$ cat config.mk
export PLATFORM = sky130hd
export DESIGN_NAME = cmp_flag_unit
export DESIGN_NICKNAME = d
export VERILOG_FILES = /design/src/rtl/cmp_pkg.sv /design/src/rtl/branch_cond_eval.sv /design/src/rtl/cmp_flag_unit.sv
export SDC_FILE = /design/constraint.sdc
export NUM_CORES = 1
export LEC_CHECK = 0
export CAP_MARGIN = 15
export CORE_MARGIN = 2
export CORE_UTILIZATION = 42
export DETAILED_ROUTE_END_ITERATION = 12
export GPL_TIMING_DRIVEN = 0
export PLACE_DENSITY = 0.82
export RECOVER_POWER = 50
export SYNTH_ARGS = -nofsm -noshare
export SYNTH_HDL_FRONTEND = slang
export SYNTH_HIERARCHICAL = 1
export SYNTH_SLANG_ARGS = --single-unit
export TNS_END_PERCENT = 100
$ cat constraint.sdc
create_clock -name clk -period 2.4 [get_ports clk]
set_input_delay 0.48 -clock clk [delete_from_list [all_inputs] [get_ports clk]]
set_output_delay 0.48 -clock clk [all_outputs]
set_load 0.01 [all_outputs]
$ cat src/rtl/cmp_pkg.sv
// Shared definitions for the compare-flag path.
// Contents: compare code encodings, branch condition encodings,
// FSM state type, compare word width and a word legality helper.
package cmp_pkg;

  localparam int CMP_WORD_W = 16;

  // 2-bit compare codes produced by the datapath
  localparam logic [1:0] CMP_EQ    = 2'b00;
  localparam logic [1:0] CMP_LT    = 2'b01;
  localparam logic [1:0] CMP_GT    = 2'b10;
  localparam logic [1:0] CMP_UNORD = 2'b11;

  // Branch condition codes issued by the control unit
  localparam logic [2:0] BR_EQ     = 3'b000;
  localparam logic [2:0] BR_NE     = 3'b001;
  localparam logic [2:0] BR_LT     = 3'b010;
  localparam logic [2:0] BR_GE     = 3'b011;
  localparam logic [2:0] BR_GT     = 3'b100;
  localparam logic [2:0] BR_LE     = 3'b101;
  localparam logic [2:0] BR_ALWAYS = 3'b110;
  localparam logic [2:0] BR_NEVER  = 3'b111;

  typedef enum logic [1:0] {
    ST_EMPTY = 2'b00,
    ST_VALID = 2'b01,
    ST_ERROR = 2'b10
  } state_t;

  // A compare word is legal only when everything above the 2-bit code is zero
  function automatic logic word_legal(input logic [CMP_WORD_W-1:0] word);
    return (word[CMP_WORD_W-1:2] == {(CMP_WORD_W-2){1'b0}});
  endfunction

endpackage

$ cat src/rtl/branch_cond_eval.sv
// Combinational branch condition evaluator.
// Ports:
//   code  - 2-bit compare code (EQ/LT/GT/UNORD)
//   cond  - 3-bit branch condition
//   taken - 1 when the condition holds for the code
// UNORD falls out naturally: it matches none of EQ/LT/GT, so only
// NE and ALWAYS evaluate true for it.
module branch_cond_eval
  import cmp_pkg::*;
(
  input  logic [1:0] code,
  input  logic [2:0] cond,
  output logic       taken
);

  // Decode the condition against the compare code
  always_comb begin
    taken = 1'b0;
    case (cond)
      BR_EQ:     taken = (code == CMP_EQ);
      BR_NE:     taken = (code != CMP_EQ);
      BR_LT:     taken = (code == CMP_LT);
      BR_GE:     taken = (code == CMP_EQ) || (code == CMP_GT);
      BR_GT:     taken = (code == CMP_GT);
      BR_LE:     taken = (code == CMP_EQ) || (code == CMP_LT);
      BR_ALWAYS: taken = 1'b1;
      BR_NEVER:  taken = 1'b0;
      default:   taken = 1'b0;
    endcase
  end

endmodule

$ cat src/rtl/cmp_flag_unit.sv
// Receive side of the compare path.
// Accepts a zero-extended compare word over cmp_valid/cmp_ready, checks the
// upper bits are zero, stores the 2-bit code in the flag register and answers
// branch-condition queries with a registered one-cycle br_ack pulse.
// Ports:
//   clk, reset             - clock, asynchronous active-high reset
//   cmp_valid/ready/word   - compare word handshake
//   br_req/br_cond         - branch query (held until br_ack)
//   br_ack/br_taken/br_err - registered query answer
//   flag                   - current flag register
//   err/err_clr            - sticky range-error state and its clear
//   err_cnt                - saturating count of rejected words
module cmp_flag_unit
  import cmp_pkg::*;
#(
  parameter int CNT_W = 8
) (
  input  logic                  clk,
  input  logic                  reset,
  input  logic                  cmp_valid,
  output logic                  cmp_ready,
  input  logic [CMP_WORD_W-1:0] cmp_word,
  input  logic                  br_req,
  input  logic [2:0]            br_cond,
  output logic                  br_ack,
  output logic                  br_taken,
  output logic                  br_err,
  output logic [1:0]            flag,
  output logic                  err,
  input  logic                  err_clr,
  output logic [CNT_W-1:0]      err_cnt
);

  localparam logic [CNT_W-1:0] CNT_MAX = {CNT_W{1'b1}};
  localparam logic [CNT_W-1:0] CNT_ONE = {{(CNT_W-1){1'b0}}, 1'b1};

  state_t           state_r;
  state_t           state_nxt_s;
  logic [1:0]       flag_r;
  logic [1:0]       flag_nxt_s;
  logic [CNT_W-1:0] err_cnt_r;
  logic [CNT_W-1:0] err_cnt_nxt_s;
  logic             br_ack_r;
  logic             br_taken_r;
  logic             br_err_r;
  logic             answer_s;
  logic             taken_nxt_s;
  logic             berr_nxt_s;
  logic             eval_taken_s;

  branch_cond_eval u_eval (
    .code  (flag_r),
    .cond  (br_cond),
    .taken (eval_taken_s)
  );

  assign cmp_ready = (state_r != ST_ERROR);
  assign err       = (state_r == ST_ERROR);
  assign flag      = flag_r;
  assign err_cnt   = err_cnt_r;
  assign br_ack    = br_ack_r;
  assign br_taken  = br_taken_r;
  assign br_err    = br_err_r;

  // State, flag and error-counter registers
  always_ff @(posedge clk or posedge reset) begin
    if (reset) begin
      state_r   <= ST_EMPTY;
      flag_r    <= 2'b00;
      err_cnt_r <= {CNT_W{1'b0}};
    end else begin
      state_r   <= state_nxt_s;
      flag_r    <= flag_nxt_s;
      err_cnt_r <= err_cnt_nxt_s;
    end
  end

  // Next-state: word accept/reject and error clear
  always_comb begin
    state_nxt_s   = state_r;
    flag_nxt_s    = flag_r;
    err_cnt_nxt_s = err_cnt_r;
    case (state_r)
      ST_EMPTY, ST_VALID: begin
        if (cmp_valid) begin
          if (word_legal(cmp_word)) begin
            state_nxt_s = ST_VALID;
            flag_nxt_s  = cmp_word[1:0];
          end else begin
            state_nxt_s = ST_ERROR;
            if (err_cnt_r != CNT_MAX) begin
              err_cnt_nxt_s = err_cnt_r + CNT_ONE;
            end else begin
              err_cnt_nxt_s = err_cnt_r;
            end
          end
        end else begin
          state_nxt_s = state_r;
        end
      end
      ST_ERROR: begin
        // ready is low here, so no word can be taken on the clearing edge
        if (err_clr) begin
          state_nxt_s = ST_EMPTY;
        end else begin
          state_nxt_s = ST_ERROR;
        end
      end
      default: begin
        state_nxt_s = ST_EMPTY;
      end
    endcase
  end

  // Query decision; the ack cycle itself masks br_req so a still-high
  // request is not answered twice. Uses pre-edge state and flag.
  always_comb begin
    answer_s    = br_req && !br_ack_r &&
                  ((state_r == ST_VALID) || (state_r == ST_ERROR));
    taken_nxt_s = 1'b0;
    berr_nxt_s  = 1'b0;
    if (answer_s) begin
      taken_nxt_s = (state_r == ST_VALID) && eval_taken_s;
      berr_nxt_s  = (state_r == ST_ERROR);
    end else begin
      taken_nxt_s = 1'b0;
      berr_nxt_s  = 1'b0;
    end
  end

  // Registered query answer
  always_ff @(posedge clk or posedge reset) begin
    if (reset) begin
      br_ack_r   <= 1'b0;
      br_taken_r <= 1'b0;
      br_err_r   <= 1'b0;
    end else begin
      br_ack_r   <= answer_s;
      br_taken_r <= taken_nxt_s;
      br_err_r   <= berr_nxt_s;
    end
  end

endmodule

==> run summary <==
status = finished, final reports clean
Final Hold Viols = 0
IO Count = 39
min Tclk post-route = 2.12 ns
P&R area growth vs syn = 52.7%
synthesized net count = 108
register area = 375 um2
Syn Inst Count = 79
Slew Limit Fails = 0
cell area after layout = 1250 um2
fill cell count = 144
Post-synth EDFFs = 0
core region area = 1780 um2
PostCTS Resize Cnt = 0
cell taking the most area after synthesis = dfrtp_1
# rows = 15
layout cells sized above 1 = 6.61%
DP HPWL = 1490 um
Place WS = 0.290 ns
layout net count = 151
Die ar. = 2310 um2
slew at the pin with the worst max-slew slack = 0.554 ns
GPL Wtd Cong = 0.722
Critical Setup Path Class = reg -> out
Detail Route Antenna Nets = 0
most frequent cell after synthesis = dfrtp_1
post-CTS setup buffer count = 0
Setup violations, final = 0
Worst Path Buf+Inv = 3
Post-synth ARST share = 100%
Cell variety after synth = 28
number of global-route vias before repair = 720
post-synth top area share = 45.9%
synthesized cell area = 817 um2
hold path startpoint = br_ack
maximum clock rate = 471 MHz
CP Capture Type = output port
ANT cells = 0
cts hold-fix bufs = 0
Slew HR = 63.0%
WP data required = 1.92 ns
crit-path cells = inv_1, ha_1, inv_1, clkdlybuf4s50_1
total internal power = 0.634 mW
startpoint types = flop
Final Util = 70.0%
Port-buffer cells = 38
post-synthesis register bit count = 15
max incr delay on CP = 0.54 ns
largest net degree at the start of global routing = 16
Vias = 768
Top Usage Layer GRT = met2
Top cell by count, worst path = inv_1
Multi-input gate area = 415 um2
GR Layer Usage met1 = 21.9%
leakage power = 0.537 nW
critical path arrival = 1.64 ns
DR iter-0 viols = 10
dpl cell area = 1230 um2
CP top delay family = buffers and inverters
met2 Track Usage GR = 32.3%
synth cell count leaders = dfrtp_1, nor2_1, xnor2_1, ha_1
critical path startpoint = state_r[0]
worst min path class = reg -> reg
CP Max Fanout = 4
RSZ-0062 raised after global routing = no
TritonCTS Buffers = 3
Die H = 48.1 um
setup TNS = 0 ns
total gr overflow = 0
first-pass GRT wire length = 2990 um
Via density = 5.26
largest cells by area after synthesis = dfrtp_1, ha_1, xnor2_1, mux2_2, nand4_1
Final Skew = 0.00137 ns
CTS tree = built
Max Cap Viol = 0
sequential share of power = 41.4%
chip width = 48.1 um
TritonRoute pass-1 iters = 4
drt wl/cell = 13.0 um
CTS Buffer Depth = 2
yosys warns = 6
met3 GRT Util = 4.44%
post-route setup slack = 0.275 ns
Synth Area per Inst = 10.3 um2
Comb power frac = 43.2%
P per Cell Area = 781 nW/um2
R2R Setup Slk = 0.56 ns
GRT Overall Usage = 19.4%
CTS sink count = 15
slowest cell on the critical path = clkdlybuf4s50_1
post-synthesis sequential area ratio = 45.9%
Root Driver = clkbuf_4
sw power = 0.340 mW
Residual DRC = 0
starting density of the core = 45.8%
WL final = 1890 um
maximum level of the CTS H-tree = 1
Clock Latency Late Sink = 0.29 ns
prevailing post-synth register cell = dfrtp_1
antenna violations before repair = 0
Clock Power Share = 15.4%
VDD IR max = 0.000550 V
final period utilization = 88.5%
clk slew on worst S/H paths = 0.09 ns
Sw Ratio = 34.9%
FF-to-FF Start = state_r[1]
through the flow:
stage	cells	power [mW]	hold WS, ns
floorplan	79	0.599	0.381
global placement	142	0.816	0.442
detailed placement	142	0.839	0.453
CTS	146	0.988	0.467
global route	146	1.05	0.487
finish	146	0.974	0.460
kinds of logic (layout without fill, tap and decap cells):
kind of cell | after synthesis | after routing | synth area share, %
AOI/OAI and AO/OA | 9 | 9 | 7.04
xor gates and xnor gates | 6 | 6 | 6.43
adders and majority gates | 5 | 5 | 7.66
buffers and inverters | 5 | 47 | 3.22
DFF | 15 | 15 | 45.9
muxes | 4 | 4 | 5.51
and+or+nand+nor | 35 | 35 | 24.2
metal layers:
layer  part of all wire [%]  up-vias
met5                      0        -
met4                    3.4        0
met3                    5.1        6
met2                     53       33
met1                     38      356
li1                       -      373
placed cells by master (no fill, tap or decap), types with 2 or more instances in the layout:
| master | count |
|---|---|
| nor4_1 | 4 |
| nor2_1 | 6 |
| inv_1 | 4 |
| dfrtp_1 | 15 |
| mux2_2 | 4 |
| nand2_1 | 4 |
| nor3b_1 | 2 |
| clkbuf_1 | 2 |
| xnor2_1 | 6 |
| nand3_1 | 4 |
| nand4_1 | 4 |
| nor2b_1 | 2 |
| ha_1 | 5 |
| clkbuf_4 | 3 |
| a21oi_1 | 2 |
| clkdlybuf4s50_1 | 33 |
| dlygate4sd3_1 | 5 |
| and3_1 | 3 |
final cells by class:
cell class,count,area share [%]
Timing Repair Buffer,38,30.5
Buffer,1,0.301
Inverter,4,1.20
Clock buffer,4,2.11
Tap cell,25,2.51
Multi-Input combinational cell,59,33.3
Sequential cell,15,30.1
flip-flops by register name (all words and copies together), names as in the netlist:
signal,flops
br_ack,1
flag,2
br_err,1
state_r,2
br_taken,1
err_cnt,8
final timing paths:
kind | end | depth (start not counted)
max in group asynchronous | br_err | 2
min in group asynchronous | state_r[1] | 2
setup reg to reg | err_cnt[6] | 6
hold / removal | br_err | 1
hold reg to reg | br_err | 1
setup / recovery | cmp_ready | 4
power groups by stage:
stage                     Sequential [mW]  Combinational (mW)  Clock [mW]
after floorplan                     0.420               0.179           0
after global placement              0.402               0.414           0
after detailed placement            0.409               0.429           0
after CTS                           0.404               0.430       0.154
after global routing                0.416               0.466       0.165
final                               0.403               0.421       0.150
(Power assumes the default switching activity.)
